### src/rtl/synth_pkg.sv
// Shared constants for the synth voice path: note width, allocator FSM
// encodings and a helper for sizing voice index fields.
package synth_pkg;

   localparam int unsigned NOTE_W = 5;

   localparam int unsigned ST_W   = 2;
   localparam logic [1:0]  IDLE   = 2'd0;
   localparam logic [1:0]  LOOKUP = 2'd1;
   localparam logic [1:0]  COMMIT = 2'd2;

   // Bits needed to index n voices; never less than one bit.
   function automatic int unsigned idx_w(input int unsigned n);
      return (n <= 1) ? 1 : $clog2(n);
   endfunction

endpackage

### src/rtl/voice_pick.sv
// Combinational voice search: note match, lowest free voice, oldest active voice.
module voice_pick
   import synth_pkg::*;
#(
   parameter int unsigned NUM_VOICES = 4,
   parameter int unsigned NOTE_W     = synth_pkg::NOTE_W,
   parameter int unsigned AGE_W      = 3,
   parameter int unsigned IDX_W      = synth_pkg::idx_w(NUM_VOICES)
) (
   input  logic [NUM_VOICES*NOTE_W-1:0] voice_note,
   input  logic [NUM_VOICES-1:0]        voice_active,
   input  logic [NUM_VOICES*AGE_W-1:0]  ages,
   input  logic [NOTE_W-1:0]            note,
   output logic                         match_hit,
   output logic [IDX_W-1:0]             match_idx,
   output logic                         free_hit,
   output logic [IDX_W-1:0]             free_idx,
   output logic [IDX_W-1:0]             oldest_idx
);

   logic             old_found;
   logic [AGE_W-1:0] old_age;

   // First match / first free win; oldest uses strict > so ties keep the lowest index.
   always_comb begin
      match_hit  = 1'b0;
      match_idx  = '0;
      free_hit   = 1'b0;
      free_idx   = '0;
      oldest_idx = '0;
      old_found  = 1'b0;
      old_age    = '0;
      for (int i = 0; i < int'(NUM_VOICES); i++) begin
         if (voice_active[i] && !match_hit &&
             voice_note[i*NOTE_W +: NOTE_W] == note) begin
            match_hit = 1'b1;
            match_idx = IDX_W'(i);
         end
         if (!voice_active[i] && !free_hit) begin
            free_hit = 1'b1;
            free_idx = IDX_W'(i);
         end
         if (voice_active[i] &&
             (!old_found || ages[i*AGE_W +: AGE_W] > old_age)) begin
            old_found  = 1'b1;
            old_age    = ages[i*AGE_W +: AGE_W];
            oldest_idx = IDX_W'(i);
         end
      end
   end

endmodule

### src/rtl/voice_allocator.sv
// Polyphony scheduler: maps key make/break events onto a bank of voices,
// stealing the least recently used voice when all are busy.
module voice_allocator
   import synth_pkg::*;
#(
   parameter int unsigned NUM_VOICES = 4,
   parameter int unsigned NOTE_W     = synth_pkg::NOTE_W,
   parameter int unsigned AGE_W      = 3
) (
   input  logic                         CLOCK_50,
   input  logic                         resetn,
   input  logic                         key_valid,
   input  logic                         key_make,
   input  logic [NOTE_W-1:0]            key_note,
   output logic                         key_ready,
   input  logic                         all_off,
   output logic [NUM_VOICES*NOTE_W-1:0] voice_note,
   output logic [NUM_VOICES-1:0]        voice_active,
   output logic [NUM_VOICES-1:0]        voice_trig,
   output logic                         steal
);

   localparam int unsigned IDX_W = synth_pkg::idx_w(NUM_VOICES);

   logic [ST_W-1:0]             state_q, state_d;
   logic                        ev_make_q, ev_make_d;
   logic [NOTE_W-1:0]           ev_note_q, ev_note_d;
   logic                        match_hit_q, match_hit_d;
   logic [IDX_W-1:0]            match_idx_q, match_idx_d;
   logic                        free_hit_q, free_hit_d;
   logic [IDX_W-1:0]            free_idx_q, free_idx_d;
   logic [IDX_W-1:0]            oldest_idx_q, oldest_idx_d;
   logic [NUM_VOICES*NOTE_W-1:0] notes_d;
   logic [NUM_VOICES-1:0]       active_d;
   logic [NUM_VOICES*AGE_W-1:0] ages_q, ages_d;
   logic [NUM_VOICES-1:0]       trig_d;
   logic                        steal_d;

   logic                        pk_match_hit, pk_free_hit;
   logic [IDX_W-1:0]            pk_match_idx, pk_free_idx, pk_oldest_idx;
   logic [IDX_W-1:0]            tgt;
   logic [AGE_W-1:0]            tgt_age;

   voice_pick #(
      .NUM_VOICES (NUM_VOICES),
      .NOTE_W     (NOTE_W),
      .AGE_W      (AGE_W),
      .IDX_W      (IDX_W)
   ) u_pick (
      .voice_note   (voice_note),
      .voice_active (voice_active),
      .ages         (ages_q),
      .note         (ev_note_q),
      .match_hit    (pk_match_hit),
      .match_idx    (pk_match_idx),
      .free_hit     (pk_free_hit),
      .free_idx     (pk_free_idx),
      .oldest_idx   (pk_oldest_idx)
   );

   // Events are only taken while idle and no panic is pending.
   assign key_ready = (state_q == IDLE) && !all_off;

   // Next-state and datapath update; all_off overrides every state.
   always_comb begin
      state_d      = state_q;
      ev_make_d    = ev_make_q;
      ev_note_d    = ev_note_q;
      match_hit_d  = match_hit_q;
      match_idx_d  = match_idx_q;
      free_hit_d   = free_hit_q;
      free_idx_d   = free_idx_q;
      oldest_idx_d = oldest_idx_q;
      notes_d      = voice_note;
      active_d     = voice_active;
      ages_d       = ages_q;
      trig_d       = '0;
      steal_d      = 1'b0;
      tgt          = '0;
      tgt_age      = '0;
      if (all_off) begin
         active_d = '0;
         ages_d   = '0;
         state_d  = IDLE;
      end else begin
         case (state_q)
            IDLE: begin
               if (key_valid) begin
                  ev_make_d = key_make;
                  ev_note_d = key_note;
                  state_d   = LOOKUP;
               end
            end
            LOOKUP: begin
               match_hit_d  = pk_match_hit;
               match_idx_d  = pk_match_idx;
               free_hit_d   = pk_free_hit;
               free_idx_d   = pk_free_idx;
               oldest_idx_d = pk_oldest_idx;
               state_d      = COMMIT;
            end
            COMMIT: begin
               state_d = IDLE;
               if (ev_make_q) begin
                  // Retrigger keeps relative order above the target; new or stolen voices age everyone.
                  if (match_hit_q) begin
                     tgt = match_idx_q;
                     for (int i = 0; i < int'(NUM_VOICES); i++)
                        if (IDX_W'(i) == match_idx_q)
                           tgt_age = ages_q[i*AGE_W +: AGE_W];
                  end else if (free_hit_q) begin
                     tgt     = free_idx_q;
                     tgt_age = '1;
                  end else begin
                     tgt     = oldest_idx_q;
                     tgt_age = '1;
                     steal_d = 1'b1;
                  end
                  for (int i = 0; i < int'(NUM_VOICES); i++) begin
                     if (IDX_W'(i) == tgt) begin
                        ages_d[i*AGE_W +: AGE_W] = '0;
                        trig_d[i]                = 1'b1;
                        if (!match_hit_q) begin
                           notes_d[i*NOTE_W +: NOTE_W] = ev_note_q;
                           active_d[i]                 = 1'b1;
                        end
                     end else if (voice_active[i] &&
                                  ages_q[i*AGE_W +: AGE_W] < tgt_age) begin
                        ages_d[i*AGE_W +: AGE_W] = ages_q[i*AGE_W +: AGE_W] + AGE_W'(1);
                     end
                  end
               end else if (match_hit_q) begin
                  for (int i = 0; i < int'(NUM_VOICES); i++) begin
                     if (IDX_W'(i) == match_idx_q) begin
                        active_d[i]              = 1'b0;
                        ages_d[i*AGE_W +: AGE_W] = '0;
                     end
                  end
               end
            end
            default: state_d = IDLE;
         endcase
      end
   end

   // State, event latch, lookup results, voice registers and pulses.
   always_ff @(posedge CLOCK_50) begin
      if (!resetn) begin
         state_q      <= IDLE;
         ev_make_q    <= 1'b0;
         ev_note_q    <= '0;
         match_hit_q  <= 1'b0;
         match_idx_q  <= '0;
         free_hit_q   <= 1'b0;
         free_idx_q   <= '0;
         oldest_idx_q <= '0;
         voice_note   <= '0;
         voice_active <= '0;
         ages_q       <= '0;
         voice_trig   <= '0;
         steal        <= 1'b0;
      end else begin
         state_q      <= state_d;
         ev_make_q    <= ev_make_d;
         ev_note_q    <= ev_note_d;
         match_hit_q  <= match_hit_d;
         match_idx_q  <= match_idx_d;
         free_hit_q   <= free_hit_d;
         free_idx_q   <= free_idx_d;
         oldest_idx_q <= oldest_idx_d;
         voice_note   <= notes_d;
         voice_active <= active_d;
         ages_q       <= ages_d;
         voice_trig   <= trig_d;
         steal        <= steal_d;
      end
   end

endmodule

### config.mk
export PLATFORM = sky130hd
export DESIGN_NAME = voice_allocator
export DESIGN_NICKNAME = d
export VERILOG_FILES = /design/src/rtl/synth_pkg.sv /design/src/rtl/voice_pick.sv /design/src/rtl/voice_allocator.sv
export SDC_FILE = /design/constraint.sdc
export NUM_CORES = 1
export LEC_CHECK = 0
export CAP_MARGIN = 25
export CORE_MARGIN = 4
export CORE_UTILIZATION = 45
export CTS_CLUSTER_DIAMETER = 150
export DETAILED_ROUTE_END_ITERATION = 10
export PLACE_DENSITY_LB_ADDON = 0.3
export SETUP_SLACK_MARGIN = 0.05
export SYNTH_ARGS = -nofsm -noshare
export SYNTH_HDL_FRONTEND = slang
export SYNTH_SLANG_ARGS = --single-unit
export TNS_END_PERCENT = 1
### constraint.sdc
create_clock -name CLOCK_50 -period 4.5 [get_ports CLOCK_50]
set_input_delay 1.35 -clock CLOCK_50 [delete_from_list [all_inputs] [get_ports CLOCK_50]]
set_output_delay 1.35 -clock CLOCK_50 [all_outputs]
set_load 0.01 [all_outputs]
==> metrics, run 1 <==
status finished clean; DR vias/cell about 5.7; logic gate share of total power 0.057; CTS Buffer Depth 2; fin cells 524; row cnt 32; HP Class reg -> reg; RSZ-0062 raised after global routing no; sequential area share after synthesis 0.3226; initial antenna violation count 0; Finished Cell Area 4189 µm²; WS Path Type in -> out; grt ovf 0; leading area contributor after synthesis dfxtp_1; Post-Syn Instances about 390; Post-synth EDFFs 0; CTS Buf Count 9; Area Overhead vs Synth 18.43%; most common flop cell mapped by yosys dfxtp_1; synthesized cell area 3537 µm²; Setup TNS 0 ns; dpl hpwl 6349 µm; net switching power approximately 260 µW; VDD IR-drop max 0.1512 mV; Placer Congestion ~0.84; share of layout cells above drive strength 1 0.07820; final antenna-violating net count 0; Slowest-stage cell, CP clkdlybuf4s50_1; die area roughly 9300 µm²; Min Hold Slack 0.5046 ns; Post-Place Cells just over 500; final hold vios 0; placed cell area 3969 µm²; syn avg cell area 9.116 µm²; Post-Syn Nets approximately 420; Final Max Slew Viols 0; worst skew pair latency 0.35 ns; number of global-route vias before repair 2883; core region area 7687 µm²; Worst Setup End Kind output port; Vias 2980; sw frac 0.2303; Initial Utilization 0.4601; CP dominant cell by count clkdlybuf4s50_1; WP data required 3.15 ns; cell-internal power 866.1 µW; clk root buf clkbuf_8; gr usage total 0.1843; layout net count 450; arrival time worst endpoint approximately 2.7 ns; max-cap violations 0; first-pass GRT wire length 14260 µm; Pwr Total about 1.1 mW; DR iter-0 viols 172; synthesis warning total 0; DRT Pass-1 Iters 5; final period utilization 0.9019; Async SR Flop Fraction 0; top post-synthesis cells by area dfxtp_1, mux2i_1, ha_1, nor2b_1, xnor2_1; Cell Pwr Density 268.6 nW/µm²; Synth top area share 0.3226; clk slew on worst S/H paths 0.07 ns; CTS tree done; H-tree level count 3; clk_skew 0.01139 ns; Die Y around 97 µm; CTS Sinks 57; overall die width 96.66 µm; max incr delay on CP around 0.6 ns; Clk network pwr share 0.480; Distinct cells, synth 64; slew margin rel. 0.5390; worst-margin pin slew about 0.69 ns; f_max 246.4 MHz; worst-path cell chain clkdlybuf4s50_1, nor3_1, clkdlybuf4s50_1; final setup fails 0; Residual DRC 0; hold buffers post-CTS 0; crit start category input port; Routed WL per cell 16.27 µm; Max FO, Critical Path 5; I/O Buffers 39; largest net degree at the start of global routing 40; io pins 40; Leak 1.630 nW; final WL 8526 µm; ant diodes 0; Seq pwr share 0.463; fin crit period 4.059 ns; FF+latch count, synth 57
## logic make-up (layout without fill, tap and decap cells)
kind of cell,after synthesis,in the layout,synth area share
and+or+nand+nor,129,129,0.2059
AOI/OAI and AO/OA,83,83,0.1769
DFF,57,57,0.3226
buffers and inverters,39,73,0.04670
muxes,37,37,0.1171
adders and majority gates,23,23,0.08136
xor gates and xnor gates,20,20,0.04952
## power by group through the flow
| stage | sequential [mW] | combinational, mW | clock [mW] |
|---|---|---|---|
| floorplan | 0.522 | 0.0512 | 0 |
| global placement | 0.532 | 0.0629 | 0 |
| detailed placement | 0.533 | 0.0637 | 0 |
| CTS | 0.521 | 0.0639 | 0.546 |
| global route | 0.522 | 0.0694 | 0.572 |
| finish | 0.521 | 0.0637 | 0.540 |
## what timing repair did
item | in CTS | in global routing
setup endpoints to repair | 0 | 1
buffers inserted | 0 | 0
hold endpoints to repair | 0 | 0
gates resized for setup | 0 | 1
## through the flow
| step | util | setup slack [ns] |
|---|---|---|
| after floorplan | - | 0.5815 |
| after global routing | 0.5449 | 0.1761 |
| after detailed placement | 0.5163 | 0.4553 |
| after CTS | 0.5449 | 0.4522 |
| after global placement | 0.5163 | 0.5082 |
| final | 0.5449 | 0.4414 |
## Yosys cell counts (3+ instances only)
library cell	instances
a211oi_1	3
a21boi_0	3
a21oi_1	14
a31oi_1	4
a32o_1	4
and2_1	5
and3_1	5
buf_2	6
clkbuf_1	16
dfxtp_1	57
ha_1	23
inv_1	13
mux2i_1	32
nand2_1	19
nand3_1	9
nand4_1	7
nor2_1	19
nor2b_1	35
nor3_1	7
nor4_1	3
o211ai_1	8
o21ai_0	11
o21ai_1	3
o311a_1	6
o31ai_1	6
xnor2_1	10
xor2_1	10
## registers in the layout, indices dropped and copies added, names as in the netlist
register	count
steal	1
voice_trig	4
match_hit_q	1
voice_note	20
ev_make_q	1
match_idx_q	2
voice_active	4
free_hit_q	1
ev_note_q	5
free_idx_q	2
state_q	2
ages_q	12
oldest_idx_q	2
## path summary, 6_finish.rpt
kind | startpoint | endpoint | slack (ns) | cells past startpoint
hold reg to reg | free_idx_q[1] | free_idx_q[1] | 0.50 | 2
hold / removal | free_idx_q[1] | free_idx_q[1] | 0.50 | 2
setup reg to reg | ages_q[1] | oldest_idx_q[1] | 0.57 | 19
setup / recovery | all_off | key_ready | 0.44 | 3
## layout by cell type, fill, tap and decap left out, types with 3 or more instances in the layout
cell / n
and3_1: 5
and2_1: 5
inv_1: 13
xor2_1: 10
o21ai_0: 10
mux2i_1: 32
a31oi_1: 4
nand2_1: 19
buf_4: 3
o211ai_1: 8
a21oi_1: 14
clkdlybuf4s50_1: 39
clkbuf_8: 10
nand3_1: 9
a21boi_0: 3
nor2_1: 19
nand4_1: 7
nor4_1: 3
o31ai_1: 6
a211oi_1: 3
nor3_1: 7
dfxtp_1: 57
o311a_1: 6
a32o_1: 4
ha_1: 23
o21ai_1: 4
xnor2_1: 10
nor2b_1: 35
## worst max-delay path: cells and delay by family
kind,cells,cell delay [ns]
buffers and inverters,2,1.10
AND/OR/NAND/NOR,1,0.26
## metal layers
| metal | vias up | GRT usage | wire (µm) |
|---|---|---|---|
| li1 | 1472 | - | - |
| met5 | - | 0 | 0 |
| met3 | 13 | 0.03605 | 413 |
| met1 | 1415 | 0.2434 | 4096 |
| met4 | 0 | 0.06803 | 139 |
| met2 | 80 | 0.2983 | 3877 |
## cell type report
cell class	count	area [µm²]
multi-input combinational	292	2231
fill	688	3498
clock inverter	5	78.83
clock buffer	11	141.4
sequential	57	1141
timing repair buffer	42	412.9
inverter	15	56.30
tap	102	127.6
No activity file was read; power rests on OpenSTA's default activity.
==> run 2, diff against run 1 <==
--- a/config.mk
+++ b/config.mk
@@ -5,6 +5,7 @@
 export SDC_FILE = /design/constraint.sdc
 export NUM_CORES = 1
 export LEC_CHECK = 0
+export ABC_AREA = 1
 export CAP_MARGIN = 25
 export CORE_MARGIN = 4
 export CORE_UTILIZATION = 45
==> metrics, run 2 <==
share of layout cells above drive strength 1 0.07076; Leak 1.754 nW; synthesis warning total 0; final antenna-violating net count 0; number of global-route vias before repair 3273; final setup fails 0; syn avg cell area between 6 and 7 µm²; VDD IR-drop max ~0.20 mV; sequential area share after synthesis 0.3359; WP data required 3.15 ns; Setup TNS 0 ns; Pwr Total 1.199 mW; FF+latch count, synth 57; row cnt 31; synthesized cell area 3397 µm²; clk root buf clkbuf_8; most instantiated library cell after synthesis nand2_1; Post-synth EDFFs 0; Initial Utilization 0.4659; DRT Pass-1 Iters 6; I/O Buffers 39; gr usage total 0.2243; DR vias/cell roughly 5.4; Worst Setup End Kind output port; RSZ-0062 raised after global routing no; ant diodes 0; Routed WL per cell 14.62 µm; die area around 9000 µm²; overall die width 94.89 µm; WS Path Type in -> out; Finished Cell Area 4093 µm²; most common flop cell mapped by yosys dfxtp_1; max reg flops 20; status finished clean; fin crit period about 4.0 ns; clk_skew 0.009347 ns; io pins 40; final worst slack 0.4547 ns; CTS Sinks 57; initial antenna violation count 0; leading area contributor after synthesis dfxtp_1; Post-Syn Instances between 400 and 500; Resized Gates After CTS 0; worst skew pair latency ~0.34 ns; Residual DRC 0; dpl hpwl 7007 µm; most frequent cells in the layout nand2_1, dfxtp_1, a21oi_1; max-cap violations 0; Cell Pwr Density 292.9 nW/µm²; placed cell area approximately 3800 µm²; top post-synthesis cells by area dfxtp_1, nand2_1, ha_1, a21oi_1, o21ai_0; Regs by FF count voice_note (20), ages_q (12), ev_note_q (5); Synth top area share 0.3359; Area Overhead vs Synth 20.48%; commonest non-fill, non-tap cell in the layout nand2_1; hold path depth 2; H-tree level count 3; Async SR Flop Fraction 0; Distinct cells, synth 34; Final Max Slew Viols 0; # Post-CTS Setup Buffers 0; Post-synth top cells nand2_1, dfxtp_1, a21oi_1; crit start category input port; clk slew on worst S/H paths 0.07 ns; Reg2Reg Depth 25; arrival time worst endpoint 2.70 ns; Max FO, Critical Path 4; worst-margin pin slew 0.7803 ns; CTS tree done; first-pass GRT wire length around 16000 µm; slew margin rel. 0.4759; layout net count 565; Die Y approximately 95 µm; CTS Buf Count 9; Vias 3466; Placer Congestion approximately 0.93; core region area 7292 µm²; Setup WS pre-CTS 0.4709 ns; DR iter-0 viols ~250; f_max 247.2 MHz; Biggest register voice_note; final period utilization 0.8990; final WL about 9300 µm; Min Hold Slack 0.4668 ns; HP Class reg -> reg; final hold vios 0; largest net degree at the start of global routing 25; CTS Buffer Depth 2; hold buffers post-CTS 0; grt ovf 0; Post-Syn Nets 529
[run 2: cell types whose count changed in the layout (fill, tap and decap cells not counted), moves of 7 or more]
cell / previous run / this run
o21ai_0: 10 / 42
nand3_1: 9 / 41
inv_1: 13 / 49
a21oi_1: 14 / 52
nor2_1: 19 / 39
nor2b_1: 35 / 0
o211ai_1: 8 / 1
mux2i_1: 32 / 0
nand2_1: 19 / 110
[run 2: layer usage]
metal	wire [µm]	global-route usage
met2	4199	0.3441
met5	0	0
met4	112	0.08654
met1	4379	0.3090
met3	608	0.04462
[run 2: layout make-up]
type / count / area [µm²]
Fill cell: 728 / 3199
Multi-Input combinational cell: 370 / 1978
Sequential cell: 57 / 1142
Timing Repair Buffer: 41 / 405.4
Inverter: 53 / 198.9
Clock buffer: 11 / 141.4
Tap cell: 99 / 123.9
Clock inverter: 5 / 102.6
[run 2: kinds of logic (layout without fill, tap and decap cells)]
group,after synthesis,after routing,synth area share
buffers and inverters,69,110,0.08177
XOR/XNOR,9,9,0.02320
adder cells (fa/ha/maj),23,23,0.08472
flip-flops,57,57,0.3359
AND/OR/NAND/NOR,224,224,0.2925
AO/OA/AOI/OAI,114,114,0.1820
[run 2: final timing paths]
| check | start | end | slack, ns |
|---|---|---|---|
| min reg2reg | free_idx_q[1] | free_idx_q[1] | 0.47 |
| min | free_idx_q[1] | free_idx_q[1] | 0.47 |
| max | all_off | key_ready | 0.45 |
| max reg2reg | voice_active[0] | oldest_idx_q[1] | 0.72 |
[run 2: per-stage QoR]
stage          utilization  std cells
4_1_cts             0.5611        636
2_1_floorplan            -        496
6_report            0.5613        636
3_3_place_gp        0.5276        620
5_1_grt             0.5613        636
3_5_place_dp        0.5276        620
[run 2: report_power, final]
part	switching (mW)	internal, mW	total [mW]	leakage [nW]
clock	0.213	0.382	0.595	0.120
sequential	0.0152	0.511	0.526	0.461
combinational	0.0500	0.0273	0.0773	1.17
total	0.278	0.920	1.20	1.75
[run 2: critical path, cell delays in order]
cell	delay, ns
clkdlybuf4s50_1	0.52
nor3_1	0.24
clkdlybuf4s50_1	0.59
